**src/rtl/mem_port_arbiter_pkg.sv**
```systemverilog
// Shared types and constants for the main-memory port arbiter.
package mem_port_arbiter_pkg;

  typedef enum logic [2:0] {
    ST_IDLE = 3'd0,
    ST_I_RD = 3'd1,
    ST_D_RD = 3'd2,
    ST_D_WR = 3'd3,
    ST_DONE = 3'd4
  } state_e;

  localparam int BLK_OFFSET_BITS = 5;
  localparam int BLK_OFFSET_MASK = (1 << BLK_OFFSET_BITS) - 1;

  // One-hot grant bit positions.
  localparam int GNT_IC  = 0;
  localparam int GNT_DRD = 1;
  localparam int GNT_DWR = 2;

endpackage

```
**src/rtl/mem_port_prio_sel.sv**
```systemverilog
// Combinational requester selection: fixed priority (DC write > DC read > IC)
// with IC forced to win once the starvation count reaches its limit.
module mem_port_prio_sel
  import mem_port_arbiter_pkg::*;
#(
  parameter int STARVE_LIMIT = 4,
  parameter int CNT_W        = 3
) (
  input  logic             ic_req,
  input  logic             dc_rd_req,
  input  logic             dc_wr_req,
  input  logic [CNT_W-1:0] starve_cnt,
  output logic [2:0]       grant
);

  always_comb begin
    grant = '0;
    if (ic_req && (starve_cnt == CNT_W'(STARVE_LIMIT))) begin
      grant[GNT_IC] = 1'b1;
    end else if (dc_wr_req) begin
      grant[GNT_DWR] = 1'b1;
    end else if (dc_rd_req) begin
      grant[GNT_DRD] = 1'b1;
    end else if (ic_req) begin
      grant[GNT_IC] = 1'b1;
    end
  end

endmodule

```
**src/rtl/mem_port_arbiter.sv**
```systemverilog
// Serialises I-cache refills and D-cache refills/writebacks onto one block
// memory port, one transaction at a time; all outputs are registered.
module mem_port_arbiter
  import mem_port_arbiter_pkg::*;
#(
  parameter int ADDR_W       = 32,
  parameter int BLK_W        = 256,
  parameter int STARVE_LIMIT = 4
) (
  input  logic              CLK,
  input  logic              RESET,
  input  logic              ic_req,
  input  logic [ADDR_W-1:0] ic_addr,
  output logic [BLK_W-1:0]  ic_data,
  output logic              ic_done,
  input  logic              dc_rd_req,
  input  logic [ADDR_W-1:0] dc_rd_addr,
  output logic [BLK_W-1:0]  dc_rd_data,
  output logic              dc_rd_done,
  input  logic              dc_wr_req,
  input  logic [ADDR_W-1:0] dc_wr_addr,
  input  logic [BLK_W-1:0]  dc_wr_data,
  output logic              dc_wr_done,
  output logic [ADDR_W-1:0] mem_addr,
  output logic              mem_blk_read,
  output logic              mem_blk_write,
  output logic [BLK_W-1:0]  mem_wdata,
  input  logic [BLK_W-1:0]  mem_rdata,
  input  logic              mem_rd_valid,
  input  logic              mem_wr_valid,
  output logic              busy
);

  localparam int CNT_W = $clog2(STARVE_LIMIT + 1);
  localparam logic [ADDR_W-1:0] ALIGN_MASK = ~ADDR_W'(BLK_OFFSET_MASK);

  state_e            state_q, state_d;
  logic [CNT_W-1:0]  starve_q, starve_d;
  logic [ADDR_W-1:0] addr_q, addr_d;
  logic              rd_cmd_q, rd_cmd_d;
  logic              wr_cmd_q, wr_cmd_d;
  logic [BLK_W-1:0]  wdata_q, wdata_d;
  logic [BLK_W-1:0]  ic_data_q, ic_data_d;
  logic [BLK_W-1:0]  dc_rd_data_q, dc_rd_data_d;
  logic              ic_done_q, ic_done_d;
  logic              dc_rd_done_q, dc_rd_done_d;
  logic              dc_wr_done_q, dc_wr_done_d;
  logic              busy_q, busy_d;
  logic [2:0]        grant;

  mem_port_prio_sel #(
    .STARVE_LIMIT (STARVE_LIMIT),
    .CNT_W        (CNT_W)
  ) u_prio_sel (
    .ic_req     (ic_req),
    .dc_rd_req  (dc_rd_req),
    .dc_wr_req  (dc_wr_req),
    .starve_cnt (starve_q),
    .grant      (grant)
  );

  always_comb begin
    state_d      = state_q;
    starve_d     = starve_q;
    addr_d       = addr_q;
    rd_cmd_d     = rd_cmd_q;
    wr_cmd_d     = wr_cmd_q;
    wdata_d      = wdata_q;
    ic_data_d    = ic_data_q;
    dc_rd_data_d = dc_rd_data_q;
    ic_done_d    = 1'b0;
    dc_rd_done_d = 1'b0;
    dc_wr_done_d = 1'b0;

    case (state_q)
      ST_IDLE: begin
        // Only D-side grants made while IC is waiting count towards starvation.
        if (!ic_req || grant[GNT_IC]) begin
          starve_d = '0;
        end else if (starve_q != CNT_W'(STARVE_LIMIT)) begin
          starve_d = starve_q + 1'b1;
        end

        if (grant[GNT_DWR]) begin
          state_d  = ST_D_WR;
          addr_d   = dc_wr_addr & ALIGN_MASK;
          wdata_d  = dc_wr_data;
          wr_cmd_d = 1'b1;
        end else if (grant[GNT_DRD]) begin
          state_d  = ST_D_RD;
          addr_d   = dc_rd_addr & ALIGN_MASK;
          rd_cmd_d = 1'b1;
        end else if (grant[GNT_IC]) begin
          state_d  = ST_I_RD;
          addr_d   = ic_addr & ALIGN_MASK;
          rd_cmd_d = 1'b1;
        end
      end
      ST_I_RD: begin
        if (mem_rd_valid) begin
          state_d   = ST_DONE;
          rd_cmd_d  = 1'b0;
          ic_data_d = mem_rdata;
          ic_done_d = 1'b1;
        end
      end
      ST_D_RD: begin
        if (mem_rd_valid) begin
          state_d      = ST_DONE;
          rd_cmd_d     = 1'b0;
          dc_rd_data_d = mem_rdata;
          dc_rd_done_d = 1'b1;
        end
      end
      ST_D_WR: begin
        if (mem_wr_valid) begin
          state_d      = ST_DONE;
          wr_cmd_d     = 1'b0;
          dc_wr_done_d = 1'b1;
        end
      end
      // Dead cycle lets the finished requester drop its req before re-arbitration.
      ST_DONE: state_d = ST_IDLE;
      default: state_d = ST_IDLE;
    endcase

    busy_d = (state_d != ST_IDLE);
  end

  always_ff @(posedge CLK or negedge RESET) begin
    if (!RESET) begin
      state_q      <= ST_IDLE;
      starve_q     <= '0;
      addr_q       <= '0;
      rd_cmd_q     <= 1'b0;
      wr_cmd_q     <= 1'b0;
      wdata_q      <= '0;
      ic_data_q    <= '0;
      dc_rd_data_q <= '0;
      ic_done_q    <= 1'b0;
      dc_rd_done_q <= 1'b0;
      dc_wr_done_q <= 1'b0;
      busy_q       <= 1'b0;
    end else begin
      state_q      <= state_d;
      starve_q     <= starve_d;
      addr_q       <= addr_d;
      rd_cmd_q     <= rd_cmd_d;
      wr_cmd_q     <= wr_cmd_d;
      wdata_q      <= wdata_d;
      ic_data_q    <= ic_data_d;
      dc_rd_data_q <= dc_rd_data_d;
      ic_done_q    <= ic_done_d;
      dc_rd_done_q <= dc_rd_done_d;
      dc_wr_done_q <= dc_wr_done_d;
      busy_q       <= busy_d;
    end
  end

  assign mem_addr      = addr_q;
  assign mem_blk_read  = rd_cmd_q;
  assign mem_blk_write = wr_cmd_q;
  assign mem_wdata     = wdata_q;
  assign ic_data       = ic_data_q;
  assign dc_rd_data    = dc_rd_data_q;
  assign ic_done       = ic_done_q;
  assign dc_rd_done    = dc_rd_done_q;
  assign dc_wr_done    = dc_wr_done_q;
  assign busy          = busy_q;

endmodule

```
**config.mk**
```make
export PLATFORM = sky130hd
export DESIGN_NAME = mem_port_arbiter
export DESIGN_NICKNAME = d
export VERILOG_FILES = /design/src/rtl/mem_port_arbiter_pkg.sv /design/src/rtl/mem_port_prio_sel.sv /design/src/rtl/mem_port_arbiter.sv
export SDC_FILE = /design/constraint.sdc
export NUM_CORES = 1
export LEC_CHECK = 0
export CORE_AREA = 2 2 560 562
export CTS_CLUSTER_DIAMETER = 120
export DETAILED_ROUTE_END_ITERATION = 12
export DIE_AREA = 0 0 562 564
export PLACE_DENSITY = 0.33
export SYNTH_ARGS = -nofsm -noshare
export SYNTH_HDL_FRONTEND = slang
export SYNTH_SLANG_ARGS = --single-unit
```
**constraint.sdc**
```tcl
create_clock -name CLK -period 2.8 [get_ports CLK]
set_input_delay 0.28 -clock CLK [delete_from_list [all_inputs] [get_ports CLK]]
set_output_delay 0.28 -clock CLK [all_outputs]
set_load 0.1 [all_outputs]
```
Word-level counts from Yosys, hierarchy flattened
Index checks and enable logic that the tools add are counted.
Widths: inputs -> output; s select.
{"block": "totals", "out_inout_bits": 806, "register_bits": 812, "elab_cells": 71, "inputBits": 615}
{"block": "op_classes", "reduce_logical": 17, "n_mux": 31, "addsub": 1, "n_eq_ne": 10}
{"operator": "$mux 32", "count": 3}
{"operator": "$mux 3", "count": 7}
{"operator": "$mux 1", "count": 16}
{"operator": "$reduce_and 2->1", "count": 5}
{"operator": "$pmux 3 s3", "count": 1}
{"operator": "$eq 3x2->1 const B", "count": 2}
{"operator": "$ne 2x2->1 const B", "count": 3}
{"operator": "$ne 3x3->1 const B", "count": 2}
{"operator": "$reduce_bool 2->1", "count": 3}
{"operator": "$reduce_bool 3->1", "count": 2}
{"operator": "$mux 2", "count": 2}
{"operator": "$pmux 1 s2", "count": 2}
{"operator": "$reduce_and 4->1", "count": 1}
{"operator": "$add 3x1->3 const B", "count": 1}
{"operator": "$eq 3x1->1 const B", "count": 1}
{"operator": "$eq 3x3->1 const B", "count": 1}
{"operator": "$logic_not 3->1", "count": 1}
{"operator": "$reduce_and 3->1", "count": 1}
{"operator": "$ne 2x1->1 const B", "count": 1}
{"operator": "$reduce_or 2->1", "count": 1}
{"operator": "$logic_and 1x1->1", "count": 1}
{"operator": "$logic_not 1->1", "count": 1}
{"operator": "$logic_or 1x1->1", "count": 1}

Longest topological paths before layout
{"block": "depth", "ltp_word": 9, "mapped_depth": 8, "depth_no_buf": 6}

Hierarchy
Synthesis repeated with hierarchy kept, for this count alone.
{"block": "unflattened", "hier_cells": 1837, "hier_area_um2": 31590.3}
{"mod": "mem_port_arbiter", "cells_each": 1832, "seq_area_each_um2": 20194.4, "area_each_um2": 31547.8, "n_inst": 1}
{"mod": "mem_port_prio_sel", "cells_each": 5, "seq_area_each_um2": 0.0, "area_each_um2": 42.5, "n_inst": 1}

Least setup slack after synthesis
No wires, ideal clock.
{"block": "synth_path", "path_kind": "register -> register", "startpoint": "register starve_q[0]", "endpoint": "register addr_q[10] (netlist: mem_addr[10])", "path_slack_ns": 1.049, "required_time_ns": 2.665, "synth_period_minus_slack_ns": 1.751, "path_buffers": 2, "arrival_time_ns": 1.616, "setup_time_ns": 0.135, "stages_incl_launch_ff": 9, "path_cell_list": "dfrtp_1 inv_1 ha_1 nand3_1 clkbuf_1 buf_1 a31oi_1 nor2_1 o31ai_1"}
{"block": "synth_between", "elab_chain_len": 5, "elab_cells_between_ends": 8, "cone_classes": "eq/ne: 1; mux: 4; reduce/logical: 3"}
{"element": "from (decl)", "line": "mem_port_arbiter.sv:38", "text": "logic [CNT_W-1:0] starve_q, starve_d;"}
{"element": "from (signal assigned)", "line": "mem_port_arbiter.sv:146", "text": "starve_q <= starve_d;"}
{"element": "$eq 3x3->1 *", "line": "mem_port_prio_sel.sv:18", "text": "if (ic_req && (starve_cnt == CNT_W'(STARVE_LIMIT))) begin"}
{"element": "$logic_and 1x1->1 *", "line": "mem_port_prio_sel.sv:18"}
{"element": "$mux 1 or $mux 2 (tied branches)", "line": "mem_port_prio_sel.sv:18"}
{"element": "$reduce_bool 3->1 (no source line) or $mux 32 (tied branches)"}
{"element": "$reduce_and 2->1 (no source line) or $mux 32 (tied branches)"}
{"element": "to (signal assigned)", "line": "mem_port_arbiter.sv:147", "text": "addr_q <= addr_d;"}
{"element": "to (decl)", "line": "mem_port_arbiter.sv:39", "text": "logic [ADDR_W-1:0] addr_q, addr_d;"}
Every way passes the cells marked *; elsewhere a longest branch is shown, timed or not.
A chain may end at the register's enable or synchronous reset.

Worst setup path in the final report
{"block": "layout_path", "startpoint": "register state_q[2]", "endpoint": "register wdata_q[30] (netlist: mem_wdata[30])"}
{"block": "layout_between", "elab_chain_len": 2}
{"element": "from (decl)", "line": "mem_port_arbiter.sv:37", "text": "state_e state_q, state_d;"}
{"element": "from (signal assigned)", "line": "mem_port_arbiter.sv:145", "text": "state_q <= state_d;"}
{"element": "$logic_not 3->1", "line": "mem_port_arbiter.sv:75", "text": "case (state_q)"}
{"element": "$reduce_and 2->1 (no source line)"}
{"element": "to (signal assigned)", "line": "mem_port_arbiter.sv:150", "text": "wdata_q <= wdata_d;"}
{"element": "to (decl)", "line": "mem_port_arbiter.sv:42", "text": "logic [BLK_W-1:0] wdata_q, wdata_d;"}
Every way passes these cells.

==> flow_metrics.py <==
metrics = {
    "status": {
        "outcome": "finished, final reports clean",
    },
    "layout": {
        "instances_no_fill": 7977,
        "nFillCells": 34300,
        "layout.nets": 4332,
        "syn2layout_area_growth_pct": 76.4,
        "layout-drive-gt1-share": 0.438,
    },
    "placement": {
        "place_inst": 7457,
        "io_buffer_count": 1400,
        "place.gp.congestion": 0.854,
        "hpwl_um": 157000,
    },
    "timing": {
        "setup_tns_ns": 0,
        "skew_ns": 0.0740,
        "slew_violations": 0,
        "layout_min_cycle_time_ns": 2.24,
        "relSlewSlack": 0.505,
        "finalHoldViolations": 0,
        "holdWs_ns": 0.0758,
        "rsz0062_at_grt": "no",
        "fin_crit_sh": 0.801,
        "setup_viol": 0,
        "worst_pin_slew_ns": 0.742,
        "max_freq_ghz": 0.446,
    },
    "setup_path": {
        "cp-startpoint": "state_q[2]",
        "cp_data_required_time_ns": 3.50,
        "cp_data_arrival_time_ns": 2.94,
        "r2r-start": "state_q[2]",
        "cp_cell_sequence": "nor3_4 -> nand3_4 -> buf_12 -> buf_12 -> mux2_4",
        "endpoint_kind": "flop",
        "rrSetupSlack_ns": 0.56,
        "critPathMostFrequentCell": "buf_12",
        "max_stage_delay_ns": 0.53,
        "cp_slowest_cell": "nor3_4",
        "cp_top_family": "simple AND/OR/NAND/NOR gates",
        "path_max_fanout": 35,
        "startpoint_type": "flop",
        "cp_num_buf_inv": 2,
        "path_class": "reg2reg",
    },
    "grt": {
        "grt_pass1_wl_um": 245000,
        "antenna_found_initial": 134,
        "grt_max_degree": 77,
        "met2_usage": 0.191,
        "grtUsageMet3": 0.0566,
        "grt_pass1_vias": 25800,
        "use_met1": 0.126,
        "gr-usage-all-layers": 0.114,
        "grt.busiest_layer": "met2",
        "grt_overflow": 0,
    },
    "clock_network": {
        "cts_resized": 0,
        "cts_tree": "built",
        "cts_buffer_depth": 4,
        "cts.clk_slew.worst_paths_ns": 0.06,
        "cts_max_level": 3,
        "worstSkewPairLatency_ns": 0.83,
        "numCtsBuffers": 114,
        "cts.sinks": 807,
        "clockRootBuffer": "clkbuf_16",
    },
    "floorplanning": {
        "initial_core_util": 0.102,
        "chipWidth_um": 562,
        "core_area_um2": 311000,
        "die_area_um2": 317000,
        "die_h_um": 564,
        "ios": 1421,
        "rows": 205,
    },
    "detailed_routing": {
        "vias": 23900,
        "drc": 0,
        "ant_nets": 0,
        "firstDrtPassIters": 5,
        "routed_wl_um": 187000,
        "drtIter0Drc": 931,
        "wl_per_cell_um": 23.5,
        "via_per_inst": 3.00,
    },
    "hold_path": {
        "min_path_type": "in2async",
    },
    "synth": {
        "avgSynthCellArea_um2": 16.5,
        "syn_area_um2": 31800,
        "ys_seq_area_frac": 0.635,
        "ys.warnings.count": 0,
        "synthArstFlopShare": 1.00,
        "netlist.top_cell.by_area": "dfrtp_1",
        "synth_area_leaders": "dfrtp_1 64%, mux2_2 12%, mux2_4 11%, mux2_1 7.1%, buf_6 1.3%",
        "ys_seq_elements": 807,
        "synth_edf_count": 0,
        "synth_top_area_frac": 0.635,
        "syn_inst": 1926,
        "synthFlopType": "dfrtp_1",
        "synth_cell_type_count": 33,
    },
    "job": {
        "cap_violations": 0,
    },
}
-- synthesized netlist by cell type (5+ instances only) --
library cell    n
o21ai_0         5
nor2_1         57
mux2_4        229
mux2_1        200
mux2_2        339
o31ai_1        27
inv_1          31
a31oi_1        29
buf_2          37
clkbuf_1       17
o22ai_1        28
buf_6          38
dfrtp_1       807
buf_1           5
buf_4          18
nand2_1        35
-- logic make-up after synthesis --
kind of cell | synth area share
buffers and inverters | 0.0298
DFF | 0.635
adders and majority gates | 0.000787
and+or+nand+nor | 0.0147
other | 0.000118
AOI/OAI and AO/OA | 0.0199
muxes | 0.299
-- path summary, 6_finish.rpt --
kind,end,depth (start not counted)
min,ic_data[134],2
max in group asynchronous,dc_rd_data[211],3
max reg2reg,mem_wdata[30],5
min in group CLK,mem_wdata[85],2
min reg2reg,dc_rd_data[132],1
max,mem_wdata[30],5
-- repair_timing --
action	4_1_cts	5_1_grt
endpoints found under the hold margin	649	0
hold buffers	282	0
buffers inserted	0	0
-- worst reg2reg max path, stage by stage (launching register included) --
cell,delay (ns)
dfrtp_1,0.52
nor3_4,0.53
nand3_4,0.13
buf_12,0.19
buf_12,0.33
mux2_4,0.41
-- cells in the final DEF, fill, tap and decap left out, types with 31 or more instances in the layout --
| master | count |
|---|---|
| mux2_1 | 200 |
| clkdlybuf4s50_1 | 597 |
| mux2_4 | 229 |
| dlygate4sd3_1 | 282 |
| buf_12 | 39 |
| nand2_1 | 35 |
| buf_4 | 864 |
| mux2_2 | 339 |
| inv_1 | 31 |
| nor2_1 | 57 |
| dfrtp_1 | 807 |
| diode_2 | 38 |
| clkbuf_16 | 114 |
| clkbuf_8 | 34 |
-- layout make-up --
class                      instances  area, um2  area share
inverter                          31        116     0.00208
clock inverter                    36        328     0.00585
antenna                           38       95.1     0.00170
timing repair buffer            1784      16100       0.287
multi-input combinational        977      10700       0.191
sequential                       807      20200       0.360
tap                             4140       5180      0.0924
clock buffer                     164       3380      0.0603
-- layer usage --
layer  up-vias  share of wire  wire length (um)
met3       331           0.11             21300
met4        86          0.030              5610
met2      1225           0.47             88600
met1     11800           0.38             71300
li1      10500              -                 -
met5         -         0.0030               560
-- per-stage QoR --
stage,instance area [um2],worst slack (ns),utilization
after global placement,49400,0.370,0.159
after CTS,56000,0.547,0.180
final,56100,0.558,0.180
after global routing,56000,0.478,0.180
after detailed placement,49400,0.345,0.159
after floorplan,31800,1.05,-
-- sequential cells by signal, indices dropped and copies added (netlist names), 3 cells and up --
signal,flops
ic_data,256
mem_wdata,256
dc_rd_data,256
mem_addr,27
state_q,3
starve_q,3
Power is not shown: default switching activity piles up to over one toggle a cycle in this logic, so the estimate is an artifact.
==> RTL edit, RTL diff (same settings) <==
`STARVE_LIMIT` is set to 4 in 2 places; all go to 8.
--- a/src/rtl/mem_port_prio_sel.sv
+++ b/src/rtl/mem_port_prio_sel.sv
@@ -3,7 +3,7 @@
 module mem_port_prio_sel
   import mem_port_arbiter_pkg::*;
 #(
-  parameter int STARVE_LIMIT = 4,
+  parameter int STARVE_LIMIT = 8,
   parameter int CNT_W        = 3
 ) (
   input  logic             ic_req,
--- a/src/rtl/mem_port_arbiter.sv
+++ b/src/rtl/mem_port_arbiter.sv
@@ -5,7 +5,7 @@
 #(
   parameter int ADDR_W       = 32,
   parameter int BLK_W        = 256,
-  parameter int STARVE_LIMIT = 4
+  parameter int STARVE_LIMIT = 8
 ) (
   input  logic              CLK,
   input  logic              RESET,
Check against the original RTL: not settled (the Yosys comparison gave no result); the edit may change what the design does.
==> RTL edit against the unedited design <==
- synthesized area is 0.11% higher
- global-route usage rose by 0.51 points
- fmax shrank 2.9%
- sequential cell count rose by 1
- cell area decreased by 1.0%
- sequential share of layout area up 0.41 points
- routed wire length increased by 4.8%
- setup slack worse by 67 ps
- critical path type unchanged
- critical endpoint is now mem_wdata[178]
Power is not shown: default switching activity piles up to over one toggle a cycle in this logic, so the estimate is an artifact.
==> RTL edit: results (changes against the unedited design) <==
The post-detailed-placement half-perimeter wirelength was 163000 microns (was 157000 microns); the top fanout value on the critical path was 34 (was 35). The synthesized-area fraction occupied by adder cells works out to 0.000786 (was 0.000787). Dominant delay contributor by cell family on the critical path: buffers and inverters (was simple AND/OR/NAND/NOR gates). The flow ran to the end, and the final reports show no timing, DRC or antenna violations.

The logs give 0.863 (was 0.854) for the final RePlAce weighted congestion and 84 (was 77) for the pin count of the biggest net entering global routing. The worst reg-to-reg setup slack came out at 490 ps (was 560 ps). The worst hold-check path type is in2async (unchanged). The tools report the source of the critical timing path as starve_q[0] (was state_q[2]). The final net count was 4266 (was 4332).

The parity-gate share of the synthesized area counting xor and xnor cells was 0 (unchanged). Critical register-to-register path startpoint: starve_q[0] (was state_q[2]). For the number of global-route vias before repair, the log shows 25700 (was 25800).

CTS root buffer: clkbuf_16 (unchanged). The met1 layer wirelength in the final routing came out at 74700 microns (was 71300 microns). Capture instance of the worst register-to-register path: mem_wdata[178] (was mem_wdata[30]).

The share of the synthesized area in compound gates (AO/OA/AOI/OAI) was 0.0201 (was 0.0199); the number of resized instances in the post-cts repair step was 0 (unchanged). Number of buffers on the longest clock path: 4 (unchanged). Count of unique library cells instantiated by Yosys: 35 (was 33). The highest clock frequency the design can meet was 433 MHz (was 446 MHz). The slew at the pin with the worst max-slew slack was 749 ps (was 742 ps).

For the final standard cell count with taps included and fillers excluded, the log shows 7896 (was 7977). The run gives 193 ps (was 345 ps) as the post-placement worst setup slack. Multiplexer area fraction after synthesis: 0.295 (was 0.299). The via-per-instance ratio was 3.07 (was 3.00); the total placed cells including tap cells was 7453 (was 7457). The number of setup buffers added after CTS is 0 (unchanged), and the number of standard cells after synthesis is 1938 (was 1926). The placed cell area is 0.0493 sq mm (was 0.0494 sq mm), and the worst-case reg-to-reg path depth is 7 (was 5).

The share of post-route cells with drive strength above 1 works out to 0.485 (was 0.438). The global router's overall resource usage is 0.119 (was 0.114). The number of buffers added to fix hold violations after cts is 221 (was 282), and the deepest level of the CTS H-tree is 3 (unchanged). The signal arrival time at the worst endpoint is 3000 ps (was 2940 ps), and the highest cell delay on the worst timing path is 420 ps (was 530 ps). The fill cell instance count of the final layout was 34100 (was 34300); the detailed route wirelength on metal3 was 28000 microns (was 21300 microns). The initial DRC count was 965 (was 931); the routed wire length was 196000 microns (was 187000 microns).

For the number of antenna violations at the first check in global routing, the log shows 148 (was 134). Cell at the slowest stage of the critical path: dfrtp_1 (was nor3_4). The CTS buffer count was 113 (was 114). Leading post-synthesis cells by instance count: 808 x dfrtp_1, 540 x mux2_2, 193 x mux2_4 (was 807 x dfrtp_1, 339 x mux2_2, 229 x mux2_4).

Leading post-synthesis cells by cell area: dfrtp_1 64%, mux2_2 19%, mux2_4 9.1% (was dfrtp_1 64%, mux2_2 12%, mux2_4 11%). The wire length of the first global-routing pass was 254000 microns (was 245000 microns); the largest clock skew in the final design was 62.4 ps (was 74.0 ps). The met2 wire length was 86400 microns (was 88600 microns); the sequential fraction of the synthesis area was 0.635 (about the same).
==> RTL edit: cell types whose count changed after synthesis, moves of 27 or more <==
cell and change:
mux2_2 +201, mux2_4 -36, buf_4 +33, nand3b_1 +28
nor2_1 -27, o22ai_1 -28, o21ai_0 +32, mux2_1 -164
o221ai_1 +27
==> RTL edit: layer usage <==
metal / vias up / GRT usage
met5: - / 0
met4: 130 / 0.0347
met3: 427 / 0.0758
met2: 1332 / 0.185
met1: 12000 / 0.133
li1: 10300 / -
==> RTL edit: stage by stage <==
stage          utilization  hold slack (ps)
6_report             0.179             64.7
5_1_grt              0.178             30.9
4_1_cts              0.178            0.209
3_5_place_dp         0.159              397
3_3_place_gp         0.159              379
2_1_floorplan            -            -15.6
==> RTL edit: cell type report <==
class,count,area [sq um],area share
clock inverter,41,691,0.0124
multi-input combinational,983,10700,0.193
sequential,808,20200,0.364
clock buffer,156,3220,0.0580
antenna,25,62.6,0.00113
timing repair buffer,1712,15300,0.276
inverter,31,116,0.00210
tap,4140,5180,0.0933
